--- config.mk ---
export PLATFORM = sky130hd
export DESIGN_NAME = usb4_lane_encoder_mp
export DESIGN_NICKNAME = d
export VERILOG_FILES = /design/src/rtl/usb4_lane_encoder_mp.sv
export SDC_FILE = /design/constraint.sdc
export NUM_CORES = 1
export LEC_CHECK = 0
export CORE_AREA = 2 2 190 286
export CTS_BUF_LIST = sky130_fd_sc_hd__clkbuf_8
export DETAILED_ROUTE_END_ITERATION = 10
export DIE_AREA = 0 0 192 288
export PLACE_DENSITY = 0.68
export SYNTH_ARGS = -nofsm -noshare
export SYNTH_HDL_FRONTEND = slang
export SYNTH_SLANG_ARGS = --single-unit
--- constraint.sdc ---
create_clock -name enc_clk -period 7.14 [get_ports enc_clk]
set_clock_uncertainty 0.05 [all_clocks]
set_input_delay 0.714 -clock enc_clk [delete_from_list [all_inputs] [get_ports enc_clk]]
set_output_delay 0.714 -clock enc_clk [all_outputs]
set_load 0.02 [all_outputs]
--- src/rtl/usb4_lane_encoder_mp.sv ---
// usb4_lane_encoder_mp: gathers LANES byte streams into 64b/66b, 128b/132b or passthrough symbols with valid/ready on both sides.
// Optional status outputs sym_cnt/drop_err are built when USB4_ENC_STATUS_EN is defined.
module usb4_lane_encoder_mp #(
  parameter int LANES  = 2,
  parameter int BYTE_W = 8,
  parameter int SYM_W  = 132
) (
  input  logic                    enc_clk,
  input  logic                    rst,
  input  logic                    enable,
  input  logic [1:0]              gen_speed,
  input  logic [3:0]              d_sel,
  input  logic                    in_valid,
  output logic                    in_ready,
  input  logic [LANES*BYTE_W-1:0] lane_tx,
  output logic [LANES*SYM_W-1:0]  lane_tx_enc,
  output logic                    out_valid,
  input  logic                    out_ready,
  output logic                    new_sym
`ifdef USB4_ENC_STATUS_EN
  ,
  output logic [15:0]             sym_cnt,
  output logic [0:0]              drop_err
`endif
);
  localparam int PW = 16*BYTE_W;
  typedef enum logic [1:0] {IDLE, GATHER, FULL} state_t;
  state_t state_q, state_d;
  logic [3:0] idx_q, idx_d, len_m1;
  logic [1:0] mode_q, mode_d, m_e, src_m;
  logic data_q, data_d, d_e, src_d;
  logic [LANES*PW-1:0] gbuf_q, gbuf_d, src_buf;
  logic [LANES*SYM_W-1:0] enc_q, enc_d, enc_b;
  logic ov_q, ov_d, ns_q;
  logic acc, last, drain, load;
  function automatic logic [SYM_W-1:0] mk(input logic [PW-1:0] p, input logic [1:0] m, input logic dt);
    mk = '0;
    if (m == 2'd2) mk[8*BYTE_W+1:0] = {dt ? 2'b01 : 2'b10, p[8*BYTE_W-1:0]};
    else if (m == 2'd1) mk[PW+3:0] = {dt ? 4'b0101 : 4'b1010, p};
    else mk[BYTE_W-1:0] = p[BYTE_W-1:0];
  endfunction
  // Mode and header type come from the live inputs only on byte 0 of a block.
  always_comb begin
    m_e = idx_q == 4'd0 ? gen_speed : mode_q;
    d_e = idx_q == 4'd0 ? d_sel == 4'd8 : data_q;
    len_m1 = m_e == 2'd2 ? 4'd7 : m_e == 2'd1 ? 4'd15 : 4'd0;
    in_ready = state_q == GATHER && enable && m_e != 2'd3;
    acc = in_valid && in_ready;
    last = acc && idx_q == len_m1;
    drain = !ov_q || out_ready;
    load = enable && drain && (state_q == FULL || last);
    gbuf_d = gbuf_q;
    for (int l = 0; l < LANES; l++)
      if (acc) gbuf_d[(l*16 + int'(idx_q))*BYTE_W +: BYTE_W] = lane_tx[l*BYTE_W +: BYTE_W];
    src_buf = state_q == FULL ? gbuf_q : gbuf_d;
    src_m = state_q == FULL ? mode_q : m_e;
    src_d = state_q == FULL ? data_q : d_e;
    enc_b = '0;
    for (int l = 0; l < LANES; l++)
      enc_b[l*SYM_W +: SYM_W] = mk(src_buf[l*PW +: PW], src_m, src_d);
    mode_d = acc ? m_e : mode_q;
    data_d = acc ? d_e : data_q;
    idx_d = !enable || last ? 4'd0 : acc ? idx_q + 4'd1 : idx_q;
    enc_d = !enable ? '0 : load ? enc_b : enc_q;
    ov_d = enable && (load || (ov_q && !out_ready));
    state_d = !enable ? IDLE :
              state_q == IDLE ? GATHER :
              state_q == FULL ? (drain ? GATHER : FULL) :
              (last && !drain ? FULL : GATHER);
  end
  always_ff @(posedge enc_clk) begin
    if (rst) begin
      state_q <= GATHER;
      idx_q <= '0;
      mode_q <= '0;
      data_q <= 1'b0;
      gbuf_q <= '0;
      enc_q <= '0;
      ov_q <= 1'b0;
      ns_q <= 1'b0;
    end else begin
      state_q <= state_d;
      idx_q <= idx_d;
      mode_q <= mode_d;
      data_q <= data_d;
      gbuf_q <= gbuf_d;
      enc_q <= enc_d;
      ov_q <= ov_d;
      ns_q <= load;
    end
  end
  assign lane_tx_enc = enc_q;
  assign out_valid = ov_q;
  assign new_sym = ns_q;
`ifdef USB4_ENC_STATUS_EN
  always_ff @(posedge enc_clk) begin
    if (rst) begin
      sym_cnt <= '0;
      drop_err <= 1'b0;
    end else begin
      if (load) sym_cnt <= sym_cnt + 16'd1;
      if (!enable && (idx_q != 4'd0 || state_q == FULL)) drop_err <= 1'b1;
    end
  end
`endif
endmodule

==> flow_summary.json <==
{
  "count_of_clock_tree_sinks": 525,
  "master_of_the_slowest_instance_on_the_critical_path": "sky130_fd_sc_hd__nor3b_2",
  "std_cell_rows": 104,
  "area_growth_syn_to_layout_pct": 23.9,
  "initial_utilization_pct": 39.5,
  "min-delay-path-class": "reg -> reg",
  "post_cts_hold_buffer_count": 0,
  "setup.worst_path.end": "lane_tx_enc[13]",
  "clock_tree_from_tritoncts": "built",
  "io_buffers": 293,
  "netlist-cell-type-count": 78,
  "mappedNetlistArea_um2": 21000,
  "critical-path-top-delay-family": "simple AND/OR/NAND/NOR gates",
  "drt-pass1-iter-count": 7,
  "number_of_instances_in_the_synthesized_netlist": 2297,
  "number_of_global_route_vias_before_repair": 18265,
  "total_of_endpoints_with_negative_setup_slack_in_the_final_report": 0,
  "drt-wirelength-per-cell_um": 22.4,
  "track_usage_pct": 25.9,
  "core_area_um2": 53100,
  "postRouteAntennaNets": 0,
  "cts_post_setup_buffers_inserted": 0,
  "cts.root.buffer_cell": "sky130_fd_sc_hd__clkbuf_8",
  "die-width_um": 192,
  "endpoint_kind": "flop",
  "clkLatencyLatePin_ps": 650,
  "layoutNonFillerInstCount": 3267,
  "layout-drive-gt1-share_pct": 9.94,
  "post-route-period-util_pct": 84.7,
  "vias": 18397,
  "max_cap_viol_count": 0,
  "detail_route.wirelength_um": 73000,
  "worstSetupPathType": "reg -> reg",
  "run_status": "finished, final reports clean",
  "leakagePower_nw": 9.84,
  "cp.required_ps": 7640,
  "drc": 0,
  "synth_enable_flop_cells": 0,
  "fin_tns_setup_ps": 0,
  "mappedNetlistNets": 2333,
  "design.portCount": 294,
  "dpl.hpwl_um": 51300,
  "timing.critical_path.fanout_max": 43,
  "critPathLaunch": "idx_q[1]",
  "dp.cells": 3124,
  "cts-buffers-inserted": 80,
  "dr_iter_0_viols": 1288,
  "max_slew.worst_pin.slew_ps": 1240,
  "power.density_nw_per_um2": 224,
  "fmaxAchievable_mhz": 165,
  "synth.ff_latch_count": 525,
  "timing.critical_path.arrival_ps": 6550,
  "timing.reg2reg.worst_path_depth": 14,
  "cp-start-kind": "flop",
  "dieHeight_um": 288,
  "setup.reg_to_reg.worst_slack_ps": 1100,
  "vias_per_cell": 5.63,
  "synth-seq-area-share_pct": 50.1,
  "worst-path-stages": 14,
  "min_period_ps": 6040,
  "r2r_end": "lane_tx_enc[13]",
  "critical-path-max-stage-delay_ps": 840,
  "rr_startpoint": "idx_q[1]",
  "crit_path_cell_trace": "inv_1, ha_1, nor3b_2, mux2i_1, inv_1, ha_1, nand4bb_1, inv_2, o2111ai_1, a211oi_2, buf_4, nand2_2, buf_4, o21ai_0",
  "ys_dominant_reg_cell": "sky130_fd_sc_hd__dfxtp_1",
  "finalMaxSlewViolations": 0,
  "grt_antenna_before_repair": 3,
  "gates_resized_cts_repair": 0,
  "vdd_ir_drop_max_mv": 0.160,
  "first_pass_grt_wire_length_um": 108000,
  "cts.path.max_buffers": 3,
  "die_area_um2": 55300,
  "timing.max_slew.rel_slack_pct": 17.5,
  "path_buf_inv": 5,
  "hold_viol_final": 0,
  "grt_start_max_net_pins": 111,
  "gpl.final_weighted_congestion": 0.895,
  "synth-warning-count": 0,
  "syn_avg_cell_area_um2": 9.12,
  "finalNetCount": 2553,
  "clk_transition_reported_paths_ps": 70,
  "rsz0062_at_grt": "false",
  "postSynth.asyncResetShare_pct": 0,
  "grt-ovfl-total": 0,
  "h-tree-depth": 3
}
[cell type report]
| class | count | area (um^2) |
|---|---|---|
| Timing Repair Buffer | 326 | 3190 |
| Multi-Input combinational cell | 1566 | 9630 |
| Inverter | 18 | 67.6 |
| Sequential cell | 525 | 10500 |
| Fill cell | 5027 | 27100 |
| Tap cell | 689 | 862 |
| Clock buffer | 103 | 1420 |
| Clock inverter | 38 | 270 |
| Antenna cell | 2 | 5.00 |
[metal layers]
metal / up-vias / global-route usage (%) / share of wire, %
li1: 8505 / - / -
met1: 8866 / 29.2 / 37
met2: 793 / 45.6 / 50
met3: 231 / 4.55 / 6.4
met4: 2 / 14.8 / 5.7
met5: - / 0 / 0.018
[stage by stage]
stage	instance area, um^2	total power [mW]	hold slack [ps]	util, %	setup slack, ps
floorplan	21000	3.14	391	-	2860
global placement	24300	3.23	389	45.7	1500
detailed placement	24300	3.23	392	45.7	1190
CTS	26000	5.83	407	48.9	1170
global route	26000	5.97	424	48.9	584
finish	26000	5.80	401	48.9	1100
[cell usage in the layout (no fill, tap or decap), types with 38 or more instances in the layout]
master and n:
sky130_fd_sc_hd__clkdlybuf4s50_1 292, sky130_fd_sc_hd__clkbuf_8 103, sky130_fd_sc_hd__dfxtp_1 524, sky130_fd_sc_hd__a21oi_1 65, sky130_fd_sc_hd__mux2_2 62, sky130_fd_sc_hd__mux2i_1 115
sky130_fd_sc_hd__inv_1 38, sky130_fd_sc_hd__a22oi_1 63, sky130_fd_sc_hd__and3_1 39, sky130_fd_sc_hd__nand2_1 213, sky130_fd_sc_hd__a211oi_1 40, sky130_fd_sc_hd__nand3_1 50
sky130_fd_sc_hd__and2_1 41, sky130_fd_sc_hd__o21ai_0 167, sky130_fd_sc_hd__nor2_1 338, sky130_fd_sc_hd__nor2b_1 53
[cells by family (layout without fill, tap and decap cells)]
group	Yosys count	in the layout	synth area share (%)
adders and majority gates	9	9	0.537
buffers and inverters	206	485	4.23
xor gates and xnor gates	7	7	0.364
AOI/OAI and AO/OA	484	484	15.3
DFF	525	525	50.1
other	0	2	0
and+or+nand+nor	889	889	20.6
muxes	177	177	8.82
[worst register-to-register path, stage by stage (launching register included)]
cell and delay [ps]:
sky130_fd_sc_hd__dfxtp_1 430, sky130_fd_sc_hd__inv_1 150, sky130_fd_sc_hd__ha_1 550, sky130_fd_sc_hd__nor3b_2 840, sky130_fd_sc_hd__mux2i_1 340, sky130_fd_sc_hd__inv_1 80, sky130_fd_sc_hd__ha_1 180, sky130_fd_sc_hd__nand4bb_1 480
sky130_fd_sc_hd__inv_2 480, sky130_fd_sc_hd__o2111ai_1 420, sky130_fd_sc_hd__a211oi_2 350, sky130_fd_sc_hd__buf_4 280, sky130_fd_sc_hd__nand2_2 580, sky130_fd_sc_hd__buf_4 540, sky130_fd_sc_hd__o21ai_0 210
[how the worst min path moves through the flow]
stage | from | end | slack, ps | cells past startpoint
2_1_floorplan | gbuf_q[85] | gbuf_q[85] | 390 | 2
4_1_cts | lane_tx_enc[172] | lane_tx_enc[172] | 410 | 2
3_3_place_gp | lane_tx_enc[103] | lane_tx_enc[103] | 390 | 2
3_5_place_dp | lane_tx_enc[172] | lane_tx_enc[172] | 390 | 2
6_report | lane_tx_enc[29] | lane_tx_enc[29] | 400 | 2
5_1_grt | lane_tx_enc[241] | lane_tx_enc[241] | 420 | 2
[cell usage after synthesis, types with 17 or more instances]
library cell               count  area share [%]
sky130_fd_sc_hd__nand3b_1     21            0.75
sky130_fd_sc_hd__nand4_1      35             1.0
sky130_fd_sc_hd__a21oi_1      67             1.6
sky130_fd_sc_hd__a32o_1       33             1.6
sky130_fd_sc_hd__o21ai_0     167             4.0
sky130_fd_sc_hd__and2_1       41             1.2
sky130_fd_sc_hd__buf_2        40            0.96
sky130_fd_sc_hd__a22oi_1      63             2.3
sky130_fd_sc_hd__mux2_2       62             3.3
sky130_fd_sc_hd__nor2b_1      53             1.6
sky130_fd_sc_hd__nand3_1      50             1.2
sky130_fd_sc_hd__nor2_1      339             6.1
sky130_fd_sc_hd__dfxtp_1     525              50
sky130_fd_sc_hd__inv_1        17            0.30
sky130_fd_sc_hd__nand2_1     214             3.8
sky130_fd_sc_hd__nor3_1       25            0.60
sky130_fd_sc_hd__and3_1       39             1.2
sky130_fd_sc_hd__mux2i_1     115             5.5
sky130_fd_sc_hd__a211oi_1     41             1.5
sky130_fd_sc_hd__clkbuf_1    132             2.4
[sequential cells by signal, indices dropped and copies added, names as in the netlist]
signal and flops:
data_q 1, gbuf_q 256, idx_q 4, lane_tx_enc 258, mode_q 2, new_sym 1, out_valid 1, state_q 2
[power breakdown]
group	switching, mW	internal, mW
Sequential	0.00289	2.94
Clock	1.19	1.44
Combinational	0.182	0.0533
No activity file was read; power rests on OpenSTA's default activity.
